==> src/rtl/mem_line_burst_ctrl.sv <==
// mem_line_burst_ctrl: line refill/writeback burst sequencer with emulated memory latency; MEM_BURST_STATS_EN adds op counters
module mem_line_burst_ctrl #(
  parameter int ADDR_LEN = 11,
  parameter int LINE_ADDR_LEN = 3,
  parameter int LATENCY = 4
) (
  input  logic clk,
  input  logic rst,
  input  logic req_rd,
  input  logic req_wr,
  input  logic [ADDR_LEN-LINE_ADDR_LEN-1:0] req_line,
  input  logic [32*(1<<LINE_ADDR_LEN)-1:0] wr_line,
  output logic [32*(1<<LINE_ADDR_LEN)-1:0] rd_line,
  output logic done,
  output logic busy,
  output logic [ADDR_LEN-1:0] mem_addr,
  output logic mem_wr_req,
  output logic [31:0] mem_wr_data,
`ifdef MEM_BURST_STATS_EN
  input  logic [31:0] mem_rd_data,
  output logic [31:0] rd_cnt,
  output logic [31:0] wr_cnt
`else
  input  logic [31:0] mem_rd_data
`endif
);
  localparam int LINE_SIZE = 1 << LINE_ADDR_LEN;
  localparam int LW = ADDR_LEN - LINE_ADDR_LEN;
  typedef enum logic [2:0] {IDLE, WAIT, WRITE, READ, READ_TAIL, DONE} state_t;
  state_t state, state_n;
  logic [31:0] cnt;
  logic [LINE_ADDR_LEN-1:0] idx, widx;
  logic [LW-1:0] line;
  logic [32*LINE_SIZE-1:0] data;
  logic op_wr, cap;
  assign idx = cnt[LINE_ADDR_LEN-1:0];
  // next state and memory-port drive, all derived from the current state
  always_comb begin
    state_n = state;
    busy = state != IDLE;
    done = state == DONE;
    mem_wr_req = state == WRITE;
    mem_addr = (state == WRITE || state == READ) ? {line, idx} : '0;
    mem_wr_data = mem_wr_req ? data[32*idx +: 32] : '0;
    widx = idx - 1'b1;
    cap = (state == READ && idx != '0) || state == READ_TAIL;
    case (state)
      IDLE: if (req_wr || req_rd) state_n = LATENCY == 0 ? (req_wr ? WRITE : READ) : WAIT;
      WAIT: if (cnt == LATENCY - 1) state_n = op_wr ? WRITE : READ;
      WRITE: if (&idx) state_n = DONE;
      READ: if (&idx) state_n = READ_TAIL;
      READ_TAIL: state_n = DONE;
      default: state_n = IDLE;
    endcase
  end
  // state, counter, accepted request and read-data capture
  always_ff @(posedge clk) begin
    if (rst) begin
      state <= IDLE;
      cnt <= '0;
      line <= '0;
      data <= '0;
      op_wr <= 1'b0;
      rd_line <= '0;
    end else begin
      state <= state_n;
      cnt <= (state == state_n && state inside {WAIT, WRITE, READ}) ? cnt + 1 : '0;
      if (state == IDLE && (req_wr || req_rd)) begin
        line <= req_line;
        data <= wr_line;
        op_wr <= req_wr;
      end
      if (cap) rd_line[32*widx +: 32] <= mem_rd_data;
    end
  end
`ifdef MEM_BURST_STATS_EN
  // completed-op counters, bumped in the DONE cycle
  always_ff @(posedge clk) begin
    if (rst) begin
      rd_cnt <= '0;
      wr_cnt <= '0;
    end else if (state == DONE) begin
      if (op_wr) wr_cnt <= wr_cnt + 1;
      else rd_cnt <= rd_cnt + 1;
    end
  end
`endif
endmodule
==> config.mk <==
export PLATFORM = sky130hd
export DESIGN_NAME = mem_line_burst_ctrl
export DESIGN_NICKNAME = d
export VERILOG_FILES = /design/src/rtl/mem_line_burst_ctrl.sv
export SDC_FILE = /design/constraint.sdc
export NUM_CORES = 1
export LEC_CHECK = 0
export BUFFER_PORTS_ARGS = -buffer_cell sky130_fd_sc_hd__clkbuf_2
export CORE_AREA = 2 2 233 235
export DETAILED_ROUTE_END_ITERATION = 6
export DIE_AREA = 0 0 235 237
export PLACE_DENSITY_LB_ADDON = 0.25
export SLEW_MARGIN = 0
export SYNTH_ARGS = -nofsm -noshare
export SYNTH_HDL_FRONTEND = slang
export SYNTH_SLANG_ARGS = --single-unit
==> constraint.sdc <==
create_clock -name clk -period 5 [get_ports clk]
set_input_delay 0.25 -clock clk [delete_from_list [all_inputs] [get_ports clk]]
set_output_delay 0.25 -clock clk [all_outputs]
set_load 0.005 [all_outputs]
Word level (Yosys, flattened, before mapping)
Cells that the tools add are included.

Bitwise gates (word level): 1. Order comparisons: 0. Multipliers: 0. Eq/ne operators: 7. Reductions and logical operators: 12. Mux-type cells: 9. Add/sub/neg operators: 3. Shift operators: 3. Div/mod/pow operators: 0.

Operators with widths (number): 256-bit bitwise mux (1); 32-bit by 34-bit variable shift with 256-bit output (first input constant) (1); 256-bit by 9-bit variable part select with 32-bit output (1); 32-bit by 34-bit variable part select with 256-bit output (1); 8-bit negation with 34-bit output (1); 32-bit by 1-bit adder with 32-bit output (second input constant) (1); 32-bit by 2-bit == test with 1-bit output (second input constant) (1); 32-bit 2-to-1 mux (1); 3-bit one-hot mux with 5 select lines (1); 3-bit 2-to-1 mux (4); 11-bit 2-to-1 mux (1); 3-bit nonzero test (3); 3-bit by 2-bit == test with 1-bit output (second input constant) (2); 3-bit == test (second input constant) (2); 3-bit by 1-bit == test with 1-bit output (second input constant) (1); 3-bit == test (1); 1-bit logical AND (3); 3-bit zero test (1); 1-bit logical OR (3); 3-bit AND reduction (1); 3-bit by 1-bit subtractor with 3-bit output (second input constant) (1); 2-bit OR reduction (1); 1-bit 2-to-1 mux (1); 1-bit inverter (1).

Memory bits (read-only): 0. RAM bits: 0. Bits in registers: 556. Output and inout port bits: 302. Memories kept: 0. Input bits: 300. Logic and storage cells: 41. Bits in latches: 0.

Depth between registers and ports, before layout
Word-level depth: 7. Gate-level depth with buffers: 14.

Worst setup path before layout
No wires, ideal clock.

Path kind: register to register. From: register cnt[1]. To: register rd_line[133]. Required time: 4930 ps. Arrival: 3101 ps. Stages on the path, launching flop included: 14. Setup slack: 1828 ps. Period minus slack after synthesis: 3172 ps. Cell sequence: dfxtp_1 clkbuf_1 buf_1 clkbuf_1 inv_1 ha_1 xor2_1 inv_2 ha_1 nor2b_1 nand3_1 clkbuf_1 or4_1 a21oi_1.

Longest elaborated chain between the ends: 4. Elaborated cells between the ends (all ways): 8. Classes of those cells: add/sub (2); shift (2); mux (1); reduce/logical (3).

Ends and longest elaborated chain: from (decl) (RTL line 31) `logic [31:0] cnt;`; from (signal assigned) (RTL line 67) `cnt <= (state == state_n && state inside {WAIT, WRITE, READ}) ? cnt + 1 : '0;`; 3-bit by 1-bit subtractor with 3-bit output (RTL line 45) `widx = idx - 1'b1;`; 8-bit negation with 34-bit output (RTL line 73) `if (cap) rd_line[32*widx +: 32] <= mem_rd_data;`; 32-bit by 34-bit variable part select with 256-bit output / 32-bit by 34-bit variable shift with 256-bit output (equally long branches) (RTL line 73); 256-bit bitwise mux (RTL line 73); to (signal, indexed assignment) (RTL line 73); to (decl) (RTL line 13) `output logic [32*(1<<LINE_ADDR_LEN)-1:0] rd_line,`.

Several ways; a longest one is shown, not always the timed one. A chain may end at the register's enable or synchronous reset.

Final worst setup path
From: register cnt[0]. To: register rd_line[160].

Same word-level chain as after synthesis.

==> summary.txt <==
Run status
  • Status: completed

STA
  • Setup TNS: 0 ns
  • Layout Skew: 0.0224 ns
  • Final period utilization: 76.5%
  • Unrepaired setup endpoints after global routing: no
  • Worst Max-Slew Pin Slew: 1.18 ns
  • Count of final setup violators: 0
  • Final min period: between 3 and 4 ns
  • Final hold slack: 0.0137 ns
  • Max Clock Freq: 0.262 GHz
  • Final hold vios: 0
  • Rel. slew slack: 20.8%
  • Slew Viols, Final: 0

Die
  • IO Pins: 602
  • Initial Utilization: 43.9%
  • Core area: ~0.053 sq mm
  • Die height: 237 um
  • Rows: 85
  • Die area: 0.0557 sq mm
  • Die Width: 235 um

Route
  • Drt pass-1 iters: 6
  • Met3 WL: 5650 um
  • Wire length on met1: 32000 um
  • Met2 wire length: between 40000 and 50000 um
  • DR DRC count: 0
  • Vias per cell: 5.49
  • Post-DR wirelength/cell: 20.3 um
  • Post-DRT Antenna Nets: 0
  • Final wirelength: 82900 um
  • Initial DRC Count: 1660
  • Via count: 22.5k
  • Max layer used: met5

Logic synthesis
  • Post-synth top area share: 47.6%
  • Synth area leaders: dfxtp_1 48%, nand2_1 10%, mux2i_1 9.6%
  • Sequential area share after synthesis: 47.6%
  • Syn avg cell area: 9.01 sq um
  • Cell area after synthesis: about 0.023 sq mm
  • Yosys warns: 0
  • Most frequent cell after synthesis: nand2_1
  • Syn nets: 2903
  • Synth Flop Type: dfxtp_1
  • Post-Syn Instances: 2595
  • Largest area contributor in the synthesized netlist: dfxtp_1
  • Synthesis-stage register bit count: around 560
  • Synth top cells by count: 644 x nand2_1, 556 x dfxtp_1, 332 x a21oi_1
  • Share of flip-flops with an asynchronous set or reset: 0%
  • EDFF count, synth: 0
  • Count of unique library cells instantiated by Yosys: 42

Place
  • Detailed placement HPWL: around 56000 um
  • Port bufs: 601
  • Final GP Congestion: roughly 0.86
  • Dpl cell area: about 0.027 sq mm

CTS
  • CTS Buf Count: 57
  • Clk buf depth: 3
  • CTS Root Cell: clkbuf_16
  • Post_cts resized: 0
  • CTS tree: done
  • Clock latency on the worst-skew pair: 0.62 ns
  • Clk slew on worst S/H paths: 0.06 ns
  • Clock tree sinks: 556
  • Htree depth: 2
  • Postcts setup bufs: 0

Worst setup path
  • Critical path fanouts, max: 31
  • CP endpoint kind: register
  • CP required: 5.50 ns
  • Worst R2R Setup Slack: 1.18 ns
  • Worst EP arrival: ~4.3 ns
  • Critical Path Start Type: register
  • Path type of the worst setup path: register to register

Worst hold path
  • Worst hold path class: input port to register

Global route
  • Initial antenna violation count: 16
  • First-pass GRT wire length: approximately 130000 um
  • Global-route congestion overflow total: 0
  • Vias in the first global route: 22.5k
  • Largest net degree at the start of global routing: roughly 190
  • Overall Global Routing Usage: around 29%

Layout
  • Final net count: 3643
  • Share of cells above drive strength 1: between 20% and 30%
  • Cell area after layout: 0.0315 sq mm
  • Area Overhead vs Synth: 34.6%
  • Layout fillers: 4445

Pwr
  • Maximum VDD drop: approximately 0.28 mV
  • PD cells: 325 mW/mm^2
  • Final Power: around 10 mW
  • Leakage: 13.5 nW

Flow run
  • Maxcap violations: 0
worst max-delay path: stages (launching register included):
cell and delay, ns:
dfxtp_4 0.54, buf_4 0.56, ha_1 0.26, ha_2 0.45
inv_2 0.38, nand4_1 0.81, buf_12 0.48, mux2i_1 0.15
logic make-up after synthesis:
family                     after synthesis  synth area share [%]
AOI/OAI and AO/OA                      455                  11.2
muxes                                  288                  15.8
DFF                                    556                  47.6
buffers and inverters                  243                  4.07
and+or+nand+nor                       1033                  20.5
adders and majority gates                8                 0.428
xor gates and xnor gates                12                 0.449
timing repair:
action,CTS,global route
setup endpoints to repair,0,0
hold buffers,277,0
endpoints found under the hold margin,306,0
layout make-up:
class | instances | area (sq um) | area share, %
tap | 696 | 871 | 2.77
sequential | 556 | 11100 | 35.4
antenna | 12 | 30.0 | 0.0954
inverter | 14 | 52.6 | 0.167
multi-input combinational | 1796 | 11400 | 36.1
clock inverter | 22 | 285 | 0.906
timing repair buffer | 910 | 6090 | 19.4
clock buffer | 81 | 1650 | 5.23
cell usage in the layout, fill, tap and decap left out, types with 3 or more instances in the layout:
| cell | synthesis | layout |
|---|---|---|
| dfxtp_1 | 556 | 553 |
| xor2_1 | 7 | 7 |
| nand4_1 | 70 | 70 |
| buf_4 | 0 | 27 |
| inv_1 | 12 | 11 |
| mux2i_1 | 224 | 224 |
| a221oi_2 | 5 | 5 |
| nor3_1 | 6 | 4 |
| clkbuf_1 | 186 | 12 |
| and4_1 | 6 | 5 |
| xnor2_1 | 5 | 5 |
| bufinv_16 | 0 | 5 |
| ha_1 | 8 | 7 |
| a21oi_1 | 332 | 332 |
| a221oi_1 | 14 | 14 |
| nand2b_1 | 195 | 195 |
| or3_1 | 10 | 10 |
| a211oi_1 | 13 | 13 |
| diode_2 | 0 | 12 |
| or4_1 | 22 | 22 |
| dlygate4sd3_1 | 0 | 277 |
| clkbuf_16 | 0 | 58 |
| clkbuf_2 | 0 | 600 |
| mux4_2 | 64 | 64 |
| nand2_1 | 644 | 644 |
| o31ai_1 | 74 | 74 |
| nand3_1 | 13 | 12 |
| nor2_1 | 37 | 37 |
| inv_2 | 2 | 3 |
| and2_1 | 13 | 13 |
| buf_12 | 0 | 5 |
| o21ai_1 | 10 | 8 |
| nor4_1 | 7 | 6 |
| clkbuf_8 | 0 | 11 |
| clkinv_2 | 0 | 11 |
where the power goes:
group | internal (mW) | switching (mW) | leakage, nW
registers | 4.60 | 0.0918 | 4.53
clock network | 2.56 | 1.85 | 0.952
logic | 0.494 | 0.652 | 7.99
registers in the layout (all words and copies together) (netlist names):
name / count
data: 256
rd_line: 256
cnt: 32
line: 8
state: 3
op_wr: 1
worst paths after layout:
path                                              from  cells past startpoint                   endpoint
worst max register to register       cnt[0]$_SDFF_PP0_                      7  rd_line[160]$_SDFFE_PP0P_
worst min-delay path                    mem_rd_data[9]                      3    rd_line[9]$_SDFFE_PP0P_
worst max-delay path                 cnt[0]$_SDFF_PP0_                      7  rd_line[160]$_SDFFE_PP0P_
worst min register to register  data[195]$_SDFFE_PP0P_                      2     data[195]$_SDFFE_PP0P_
layer usage:
layer	GRT usage [%]	vias to the layer above
met2	49.3	982
li1	-	10500
met3	5.46	250
met5	0	-
met4	15.3	8
met1	34.1	10700
metrics by stage:
step	utilization (%)	cells	setup slack (ns)
after floorplan	-	2595	1.83
after global routing	59.1	4086	0.879
after CTS	59.0	4075	1.06
after detailed placement	50.2	3695	1.18
after global placement	50.2	3695	1.32
final	59.1	4087	1.18
Power figures use the tool's default switching activity.
